File: config.mk
export PLATFORM = sky130hd
export DESIGN_NAME = univ_shift_register
export DESIGN_NICKNAME = d
export VERILOG_FILES = /design/src/rtl/univ_shift_register.sv
export SDC_FILE = /design/constraint.sdc
export NUM_CORES = 1
export LEC_CHECK = 0
export ABC_AREA = 1
export ABC_CLOCK_PERIOD_IN_PS = 1550
export BUFFER_PORTS_ARGS = -buffer_cell sky130_fd_sc_hd__buf_2
export CAP_MARGIN = 20
export CORE_MARGIN = 8
export CORE_UTILIZATION = 30
export CTS_CLUSTER_DIAMETER = 30
export DETAILED_ROUTE_END_ITERATION = 7
export PLACE_DENSITY = 0.63
export SETUP_SLACK_MARGIN = 0.05
export SYNTH_ARGS = -nofsm -noshare
export SYNTH_HDL_FRONTEND = slang
export SYNTH_SLANG_ARGS = --single-unit
File: constraint.sdc
create_clock -name clk -period 1.55 [get_ports clk]
set_input_delay 0.465 -clock clk [delete_from_list [all_inputs] [get_ports clk]]
set_output_delay 0.465 -clock clk [all_outputs]
set_load 0.05 [all_outputs]
File: src/rtl/univ_shift_register.sv
// Universal WIDTH-bit register: hold, parallel load, shift, rotate, clear, plus an
// autonomous MSB-first serialise mode with busy/done status.
module univ_shift_register #(
  parameter int unsigned           WIDTH       = 8,
  parameter logic [WIDTH-1:0]      RESET_VALUE = '0
) (
  input  logic             clk,
  input  logic             reset_n,
  input  logic             en,
  input  logic [2:0]       mode,
  input  logic [WIDTH-1:0] d,
  input  logic             sin_l,
  input  logic             sin_r,
  output logic [WIDTH-1:0] q,
  output logic             sout,
  output logic             busy,
  output logic             done
);

  localparam int unsigned CW = (WIDTH > 2) ? $clog2(WIDTH) : 1;
  localparam logic [CW-1:0] LastCnt = CW'(WIDTH - 1);

  localparam logic [2:0] ModeHold = 3'b000;
  localparam logic [2:0] ModeLoad = 3'b001;
  localparam logic [2:0] ModeShl  = 3'b010;
  localparam logic [2:0] ModeShr  = 3'b011;
  localparam logic [2:0] ModeRol  = 3'b100;
  localparam logic [2:0] ModeRor  = 3'b101;
  localparam logic [2:0] ModeClr  = 3'b110;
  localparam logic [2:0] ModeSer  = 3'b111;

  typedef enum logic {StIdle, StSer} state_e;

  state_e           state_q, state_d;
  logic [WIDTH-1:0] q_q, q_d;
  logic [CW-1:0]    cnt_q, cnt_d;
  logic             done_q, done_d;

  // Next-state: commands are honoured only in idle; serialising shifts every cycle.
  always_comb begin
    state_d = state_q;
    q_d     = q_q;
    cnt_d   = cnt_q;
    done_d  = 1'b0;
    unique case (state_q)
      StIdle: begin
        if (en) begin
          case (mode)
            ModeHold: q_d = q_q;
            ModeLoad: q_d = d;
            ModeShl:  q_d = {q_q[WIDTH-2:0], sin_l};
            ModeShr:  q_d = {sin_r, q_q[WIDTH-1:1]};
            ModeRol:  q_d = {q_q[WIDTH-2:0], q_q[WIDTH-1]};
            ModeRor:  q_d = {q_q[0], q_q[WIDTH-1:1]};
            ModeClr:  q_d = '0;
            ModeSer: begin
              q_d     = d;
              cnt_d   = '0;
              state_d = StSer;
            end
          endcase
        end
      end
      StSer: begin
        q_d   = {q_q[WIDTH-2:0], sin_l};
        cnt_d = cnt_q + 1'b1;
        // Final shift: leave busy so a new SER can be taken while done is high.
        if (cnt_q == LastCnt) begin
          cnt_d   = '0;
          done_d  = 1'b1;
          state_d = StIdle;
        end
      end
      default: state_d = StIdle;
    endcase
  end

  // State registers; reset aborts any transfer without a done pulse.
  always_ff @(posedge clk or negedge reset_n) begin
    if (!reset_n) begin
      state_q <= StIdle;
      q_q     <= RESET_VALUE;
      cnt_q   <= '0;
      done_q  <= 1'b0;
    end else begin
      state_q <= state_d;
      q_q     <= q_d;
      cnt_q   <= cnt_d;
      done_q  <= done_d;
    end
  end

  assign q    = q_q;
  assign sout = q_q[WIDTH-1];
  assign busy = (state_q == StSer);
  assign done = done_q;

endmodule

==> results of run 1 <==
## cell families (layout without fill, tap and decap cells)
group	Yosys count	count (layout)	share of synthesized area (%)
DFF	13	13	38.7
and+or+nand+nor	63	63	37.0
adders and majority gates	2	2	2.98
buffers and inverters	11	39	7.75
AOI/OAI and AO/OA	20	20	13.6
## sequential cells by signal, indices dropped and copies added (netlist names)
register	cells
busy	1
cnt_q	3
done	1
q	8
## through the flow
stage | hold slack [ns] | util (%) | cell area, um^2
4_1_cts | 0.0593 | 37.5 | 1020
2_1_floorplan | 0.169 | - | 840
3_5_place_dp | 0.373 | 36.4 | 986
6_report | 0.0547 | 37.6 | 1020
5_1_grt | 0.0640 | 37.6 | 1020
3_3_place_gp | 0.366 | 36.4 | 986
## path summary, 6_finish.rpt
path	end	slack (ns)	cells past startpoint
min in group clk	q[0]$_DFFE_PN0P_	0.48	3
hold / removal	q[4]$_DFFE_PN0P_	0.05	1
setup / recovery	sout	0.09	1
max in group asynchronous	busy$_DFF_PN0_	1.25	1
setup reg to reg	cnt_q[2]$_DFFE_PN0P_	0.35	3
hold reg to reg	cnt_q[0]$_DFFE_PN0P_	0.49	1
## what timing repair did
item,4_1_cts,5_1_grt
endpoints found under the setup margin,1,1
resized for setup,2,1
buffers inserted,0,0
cloned,0,0
## routing by layer
| layer | share of wire [%] | wire length (um) |
|---|---|---|
| met1 | 43 | 901 |
| met2 | 48 | 1020 |
| met3 | 7.6 | 160 |
| met4 | 1.2 | 26 |
| met5 | 0 | 0 |
## cell usage in the layout, fill, tap and decap left out, drive strengths merged
cell type	n
buf	26
nor2	12
a22o	2
nand2	36
inv	7
dfrtp	13
ha	2
clkinv	2
nand4	2
o21ai	3
a21oi	14
o31ai	1
nand3	13
clkbuf	4
## power groups by stage
stage / registers, mW / clock network, mW / logic [mW]
6_report: 0.688 / 0.215 / 1.25
2_1_floorplan: 1.09 / 0 / 0.547
5_1_grt: 0.724 / 0.240 / 1.38
4_1_cts: 0.694 / 0.228 / 1.27
3_3_place_gp: 0.689 / 0 / 1.25
3_5_place_dp: 0.696 / 0 / 1.26
## area by class of cell
cell class	count	area, um^2
multi-input combinational	85	449
fill	293	1690
clock inverter	1	5.00
tap	31	38.8
sequential	13	327
timing repair buffer	27	143
inverter	8	35.0
clock buffer	3	22.5
## cells in the mapped netlist
| master | n | share of area (%) |
|---|---|---|
| nand2_1 | 30 | 13 |
| a21oi_1 | 14 | 8.3 |
| dfrtp_1 | 13 | 39 |
| nand3_1 | 11 | 6.6 |
| nor2_1 | 9 | 4.0 |
| inv_2 | 4 | 1.8 |
| inv_1 | 3 | 1.3 |
| nand2_2 | 3 | 2.2 |
| nand2_4 | 3 | 4.0 |
| a22o_1 | 2 | 2.1 |
| buf_6 | 2 | 2.7 |
| ha_1 | 2 | 3.0 |
| nand3_2 | 2 | 2.4 |
| nand4_1 | 2 | 1.5 |
| nor2_2 | 2 | 1.5 |
| o21ai_1 | 2 | 1.2 |
| buf_4 | 1 | 0.89 |
| clkinv_4 | 1 | 1.0 |
| nor2_4 | 1 | 1.3 |
| o21ai_2 | 1 | 1.0 |
| o31ai_1 | 1 | 0.89 |
==> impl_metrics.py, run 1 <==
metrics = {
    "run_status": {
        "run_status": "finished clean",
    },
    "clocking": {
        "cts_tree": "done",
        "clkSlewWorstSetupHoldPaths_ns": 0.08,
        "htreeDepth": 1,
        "max-clock-path-buffers": 2,
        "clock-sinks": 13,
        "cts_made_buffers": 3,
        "clk_root_buffer_cell": "clkbuf_4",
        "worstSkewPairLatency_ns": 0.28,
        "cts_hold_buf": 0,
    },
    "floorplan": {
        "dieArea_um2": 4750,
        "die_w_um": 68.9,
        "core-area_um2": 2710,
        "boundaryPins": 27,
        "die_y_um": 68.9,
        "num_rows": 19,
        "initial_core_util_pct": 31.0,
    },
    "setup_path": {
        "cp_num_buf_inv": 1,
        "worstPathRequired_ns": 1.08,
        "slowest_delay_ns": 0.42,
        "timing.rr.start": "cnt_q[0]$_DFFE_PN0P_",
        "crit_start": "q[7]$_DFFE_PN0P_",
        "cp.arrival_ns": 0.99,
        "end_kind": "output port",
        "crit_path_max_fanout": 5,
        "crit_family": "flip-flops",
        "worstSetupStartpointType": "register",
        "crit_slowest_cell": "dfrtp_1",
        "critPathKind": "reg2out",
        "crit_chain": "buf_2",
    },
    "detailed_routing": {
        "drt-vias-per-instance": 4.78,
        "dr_total_vias": 803,
        "wl_per_cell_um": 12.5,
        "finalWirelength_um": 2110,
        "remaining_drc_errors": 0,
        "drt-initial-drc-count": 33,
        "drt-pass1-iter-count": 4,
        "ant_nets": 0,
    },
    "place": {
        "place.gp.congestion": 0.873,
        "placed_cells": 164,
        "dp_hpwl_um": 1700,
        "dp_slack_ns": 0.169,
        "port_buffers": 26,
    },
    "sta": {
        "max_freq_mhz": 685,
        "clock_skew_ns": 0.00176,
        "grt_setup_unrepaired": "yes",
        "maxSlewViolCount": 0,
        "max_slew_margin_pct": 80.0,
        "hold_violations": 0,
        "fin_setup_tns_ns": 0,
        "min_period_ns": 1.46,
        "setup_viol": 0,
        "max_slew.worst_pin.slew_ns": 0.300,
        "fin_crit_sh_pct": 94.2,
        "fin_ws_ns": 0.0900,
    },
    "synth": {
        "synth_area_per_cell_um2": 7.70,
        "netlist_instances": 109,
        "synthesis.area_um2": 840,
        "synth_seq_area_share_pct": 38.7,
        "synthDistinctLibCells": 21,
        "ys_seq_elements": 13,
        "synth_fp_nets": 127,
        "yosysWarningCount": 0,
    },
    "power": {
        "p_int_mw": 0.977,
        "p_per_area_nw_per_um2": 2120,
        "cellLeakagePower_nw": 0.526,
        "p_sw_mw": 1.18,
        "switching_share_pct": 54.7,
        "p_seq_share_pct": 31.9,
        "ir_drop_v": 0.00114,
        "power.total_mw": 2.16,
        "p_comb_share_pct": 58.1,
        "clock_power_share_pct": 10.0,
    },
    "layout": {
        "num_antenna_cells": 0,
        "drive_gt1_share_pct": 35.8,
        "fin_nets": 156,
        "area_growth_pct": 21.5,
        "stdcell_count": 168,
    },
    "global_route": {
        "antenna_found_initial": 0,
        "grt_start_max_net_pins": 14,
        "grt_pass1_wl_um": 3550,
        "grtUsageMet1_pct": 11.3,
        "grt_overflow": 0,
        "grt_use_met3_pct": 4.52,
        "grt_usage_pct": 9.74,
        "grt_pass1_vias": 787,
        "grt_use_met2_pct": 16.0,
        "grt.busiest_layer": "met2",
    },
    "min_path": {
        "hold_class": "in2async",
    },
    "job": {
        "cap_violations": 0,
    },
}
(Power assumes the default switching activity.)
==> inputs of run 2 (changes only) <==
--- a/config.mk
+++ b/config.mk
@@ -13,8 +13,9 @@
 export CORE_UTILIZATION = 30
 export CTS_CLUSTER_DIAMETER = 30
 export DETAILED_ROUTE_END_ITERATION = 7
-export PLACE_DENSITY = 0.63
+export PLACE_DENSITY = 0.52
 export SETUP_SLACK_MARGIN = 0.05
+export SKIP_LAST_GASP = 1
 export SYNTH_ARGS = -nofsm -noshare
 export SYNTH_HDL_FRONTEND = slang
 export SYNTH_SLANG_ARGS = --single-unit
==> impl_metrics.py, run 2 (synthesis gave the netlist of run 1 again) <==
metrics = {
    "place": {
        "place.gp.congestion": 0.729,
        "dp_slack_ns": 0.145,
        "place_area_um2": 986,
        "port_buffers": 26,
        "dp_hpwl_um": 1710,
    },
    "global_route": {
        "grt_start_max_net_pins": 14,
        "grt_overflow": 0,
        "grt_usage_pct": 9.61,
        "grt_pass1_wl_um": 3550,
        "grt_pass1_vias": 783,
        "antenna_found_initial": 0,
    },
    "floorplan": {
        "boundaryPins": 27,
        "dieArea_um2": 4750,
        "core-area_um2": 2710,
        "die_y_um": 68.9,
        "num_rows": 19,
        "initial_core_util_pct": 31.0,
        "die_w_um": 68.9,
    },
    "detailed_routing": {
        "drt-pass1-iter-count": 4,
        "wl_per_cell_um": 12.7,
        "remaining_drc_errors": 0,
        "ant_nets": 0,
        "dr_total_vias": 822,
        "drt-initial-drc-count": 39,
        "finalWirelength_um": 2130,
        "drt-vias-per-instance": 4.89,
    },
    "clocking": {
        "cts_hold_buf": 0,
        "worstSkewPairLatency_ns": 0.27,
        "clock-sinks": 13,
        "clk_root_buffer_cell": "clkbuf_4",
        "max-clock-path-buffers": 2,
        "cts_made_buffers": 3,
        "htreeDepth": 1,
        "post-cts-setup-buffer-count": 0,
        "clkSlewWorstSetupHoldPaths_ns": 0.08,
        "cts_tree": "done",
    },
    "run_status": {
        "run_status": "finished clean",
    },
    "sta": {
        "max_freq_mhz": 699,
        "max_slew_margin_pct": 79.9,
        "grt_setup_unrepaired": "yes",
        "fin_setup_tns_ns": 0,
        "fin_crit_sh_pct": 92.3,
        "maxSlewViolCount": 0,
        "setup_viol": 0,
        "fin_ws_ns": 0.120,
        "max_slew.worst_pin.slew_ns": 0.302,
        "min_period_ns": 1.43,
        "hold_violations": 0,
        "clock_skew_ns": 0.000295,
    },
    "setup_path": {
        "cp.arrival_ns": 0.97,
        "worstSetupStartpointType": "register",
        "worstPathRequired_ns": 1.08,
        "critPathKind": "reg2out",
        "crit_family": "flip-flops",
        "end_kind": "output port",
        "cp_num_buf_inv": 1,
        "crit_chain": "buf_2",
        "crit_path_max_fanout": 4,
        "slowest_delay_ns": 0.41,
        "crit_slowest_cell": "dfrtp_1",
    },
    "layout": {
        "largest_register_ff_count": 8,
        "final_common_cell": "nand2_1",
        "final_cell_mix": "nand2_1 (30), buf_2 (25), a21oi_1 (14)",
        "num_antenna_cells": 0,
        "drive_gt1_share_pct": 35.8,
        "fin_area_um2": 1020,
        "final_util_pct": 37.5,
        "area_growth_pct": 21.2,
        "fin_nets": 156,
    },
    "job": {
        "cap_violations": 0,
    },
    "power": {
        "ir_drop_v": 0.00102,
        "cellLeakagePower_nw": 0.525,
        "power.total_mw": 2.14,
        "p_per_area_nw_per_um2": 2100,
    },
    "min_path": {
        "hold_class": "in2async",
    },
}
-- run 2: path summary, 6_finish.rpt --
check                                startpoint                   end  slack [ns]  depth (start not counted)
hold / removal                          reset_n      q[7]$_DFFE_PN0P_        0.06                          1
min in group clk           cnt_q[0]$_DFFE_PN0P_  cnt_q[0]$_DFFE_PN0P_        0.48                          1
setup / recovery               q[5]$_DFFE_PN0P_                  q[5]        0.12                          1
hold reg to reg            cnt_q[0]$_DFFE_PN0P_  cnt_q[0]$_DFFE_PN0P_        0.48                          1
max in group asynchronous               reset_n        busy$_DFF_PN0_        1.23                          1
setup reg to reg           cnt_q[0]$_DFFE_PN0P_  cnt_q[2]$_DFFE_PN0P_        0.35                          3
-- run 2: timing repair --
item	4_1_cts	5_1_grt
pin swaps	0	0
endpoints found under the setup margin	1	2
gates resized for setup	2	0
-- run 2: where the power goes --
part	internal, mW	switching [mW]	leakage (nW)
registers	0.511	0.170	0.155
clock network	0.0955	0.112	0.0177
logic	0.364	0.885	0.353
total	0.971	1.17	0.525
-- run 2: area by class of cell --
| cell class | instances | area (um^2) |
|---|---|---|
| clock buffers | 3 | 22.5 |
| flip-flops and latches | 13 | 327 |
| clock inverters | 1 | 5.00 |
| well taps | 31 | 38.8 |
| repair buffers | 27 | 140 |
| fillers | 315 | 1690 |
| inverters | 8 | 35.0 |
| multi-input cells | 85 | 449 |
-- run 2: stage by stage --
| step | cells | hold WS, ns |
|---|---|---|
| after CTS | 168 | 0.0713 |
| after detailed placement | 164 | 0.375 |
| after global routing | 168 | 0.0625 |
| after global placement | 164 | 0.377 |
| after floorplan | 109 | 0.169 |
| final | 168 | 0.0647 |
-- run 2: per-layer routing --
metal | GRT usage [%] | wire length, um
met1 | 11.9 | 938
met2 | 15.1 | 993
met3 | 4.68 | 179
met4 | 1.50 | 18
met5 | 0 | 0
==> inputs of run 3 (changes only) <==
--- a/config.mk
+++ b/config.mk
@@ -7,14 +7,14 @@
 export LEC_CHECK = 0
 export ABC_AREA = 1
 export ABC_CLOCK_PERIOD_IN_PS = 1550
-export BUFFER_PORTS_ARGS = -buffer_cell sky130_fd_sc_hd__buf_2
+export BUFFER_PORTS_ARGS = -buffer_cell sky130_fd_sc_hd__clkbuf_2
 export CAP_MARGIN = 20
 export CORE_MARGIN = 8
 export CORE_UTILIZATION = 30
 export CTS_CLUSTER_DIAMETER = 30
 export DETAILED_ROUTE_END_ITERATION = 7
 export PLACE_DENSITY = 0.52
-export SETUP_SLACK_MARGIN = 0.05
+export SETUP_SLACK_MARGIN = 0.2
 export SKIP_LAST_GASP = 1
 export SYNTH_ARGS = -nofsm -noshare
 export SYNTH_HDL_FRONTEND = slang
==> impl_metrics.py, run 3 (synthesis gave the netlist of run 1 again) <==
metrics = {
    "setup_path": {
        "worstSetupStartpointType": "register",
        "cp.arrival_ns": 0.88,
        "critPathKind": "reg2out",
        "crit_family": "flip-flops",
        "crit_path_max_fanout": 3,
        "cp_num_buf_inv": 1,
        "end_kind": "output port",
        "crit_slowest_cell": "dfrtp_2",
        "worstPathRequired_ns": 1.08,
        "slowest_delay_ns": 0.44,
        "crit_chain": "buf_8",
    },
    "clocking": {
        "cts_made_buffers": 3,
        "htreeDepth": 1,
        "clkSlewWorstSetupHoldPaths_ns": 0.08,
        "clock-sinks": 13,
        "cts_tree": "done",
        "worstSkewPairLatency_ns": 0.28,
        "clk_root_buffer_cell": "clkbuf_4",
        "cts_hold_buf": 0,
        "max-clock-path-buffers": 2,
    },
    "sta": {
        "max_slew.worst_pin.slew_ns": 0.338,
        "fin_setup_tns_ns": 0,
        "max_slew_margin_pct": 77.5,
        "fin_crit_sh_pct": 86.9,
        "max_freq_mhz": 742,
        "setup_viol": 0,
        "maxSlewViolCount": 0,
        "clock_skew_ns": 0.00109,
        "hold_violations": 0,
        "fin_ws_ns": 0.202,
        "min_period_ns": 1.35,
        "grt_setup_unrepaired": "yes",
    },
    "global_route": {
        "grt_start_max_net_pins": 14,
        "grt_pass1_vias": 836,
        "antenna_found_initial": 0,
        "grt_pass1_wl_um": 3770,
        "grt_usage_pct": 10.4,
        "grt_overflow": 0,
    },
    "place": {
        "dp_hpwl_um": 1740,
        "placed_cells": 164,
        "place.gp.congestion": 0.758,
        "dp_slack_ns": 0.129,
        "port_buffers": 26,
    },
    "detailed_routing": {
        "drt-initial-drc-count": 29,
        "drt-vias-per-instance": 4.94,
        "remaining_drc_errors": 0,
        "drt-pass1-iter-count": 4,
        "ant_nets": 0,
        "dr_total_vias": 895,
        "finalWirelength_um": 2430,
        "wl_per_cell_um": 13.4,
    },
    "layout": {
        "largest_register_ff_count": 8,
        "final_cell_mix": "nand2_1 (30), clkbuf_2 (15), a21oi_1 (14), buf_4 (14)",
        "num_antenna_cells": 0,
        "final_common_cell": "nand2_1",
        "stdcell_count": 181,
        "drive_gt1_share_pct": 42.0,
        "final_util_pct": 45.3,
        "fin_nets": 169,
        "area_growth_pct": 46.2,
    },
    "job": {
        "cap_violations": 0,
    },
    "min_path": {
        "hold_class": "in2async",
    },
    "floorplan": {
        "die_w_um": 68.9,
        "die_y_um": 68.9,
        "num_rows": 19,
        "core-area_um2": 2710,
        "boundaryPins": 27,
        "dieArea_um2": 4750,
        "initial_core_util_pct": 31.0,
    },
    "power": {
        "cellLeakagePower_nw": 0.626,
        "p_per_area_nw_per_um2": 2220,
        "ir_drop_v": 0.00115,
    },
    "run_status": {
        "run_status": "finished clean",
    },
}
run 3: changes by cell type in the layout (fill, tap and decap cells not counted), moves of 4 or more:
cell | before | now
clkbuf_8 | 0 | 4
clkbuf_2 | 0 | 15
buf_2 | 25 | 0
buf_4 | 2 | 14
buf_8 | 0 | 6
run 3: area by class of cell:
cell class / instances / area [um^2]
Fill cell: 284 / 1480
Multi-Input combinational cell: 85 / 452
Timing Repair Buffer: 40 / 345
Sequential cell: 13 / 328
Tap cell: 31 / 38.8
Inverter: 8 / 37.5
Clock buffer: 4 / 26.3
run 3: metal layers:
layer	share of wire, %	track usage (%)	up-vias	routed length, um
met5	0	0	-	0
met4	1.6	3.76	0	38
met3	7.3	2.75	5	177
met2	50	19.0	29	1200
met1	41	11.3	413	1010
li1	-	-	448	-
run 3: power by group:
| part | internal, mW | total (mW) | leakage [nW] | switching [mW] |
|---|---|---|---|---|
| Combinational | 0.820 | 1.86 | 0.457 | 1.04 |
| Sequential | 0.514 | 0.648 | 0.154 | 0.134 |
| Clock | 0.0999 | 0.218 | 0.0150 | 0.119 |
run 3: path summary, 6_finish.rpt:
| path | from | to | slack, ns | cells after the start |
|---|---|---|---|---|
| max in group asynchronous | reset_n | busy$_DFF_PN0_ | 1.21 | 1 |
| hold reg to reg | cnt_q[0]$_DFFE_PN0P_ | cnt_q[0]$_DFFE_PN0P_ | 0.50 | 1 |
| setup / recovery | q[7]$_DFFE_PN0P_ | q[7] | 0.20 | 1 |
| hold / removal | reset_n | q[6]$_DFFE_PN0P_ | 0.07 | 1 |
| min in group clk | sin_l | q[0]$_DFFE_PN0P_ | 0.49 | 3 |
| setup reg to reg | busy$_DFF_PN0_ | q[3]$_DFFE_PN0P_ | 0.24 | 7 |
run 3: repair_timing:
action | CTS | global route
setup endpoints to repair | 11 | 11
setup buffers | 9 | 4
gates resized for setup | 22 | 9
pin swaps | 0 | 1
run 3: per-stage QoR:
stage / hold WS [ns] / cell area (um^2) / total power [mW]
2_1_floorplan: 0.169 / 841 / 1.64
3_3_place_gp: 0.380 / 987 / 1.94
3_5_place_dp: 0.383 / 987 / 1.95
4_1_cts: 0.0738 / 1170 / 2.58
5_1_grt: 0.0835 / 1230 / 2.90
6_report: 0.0656 / 1230 / 2.73
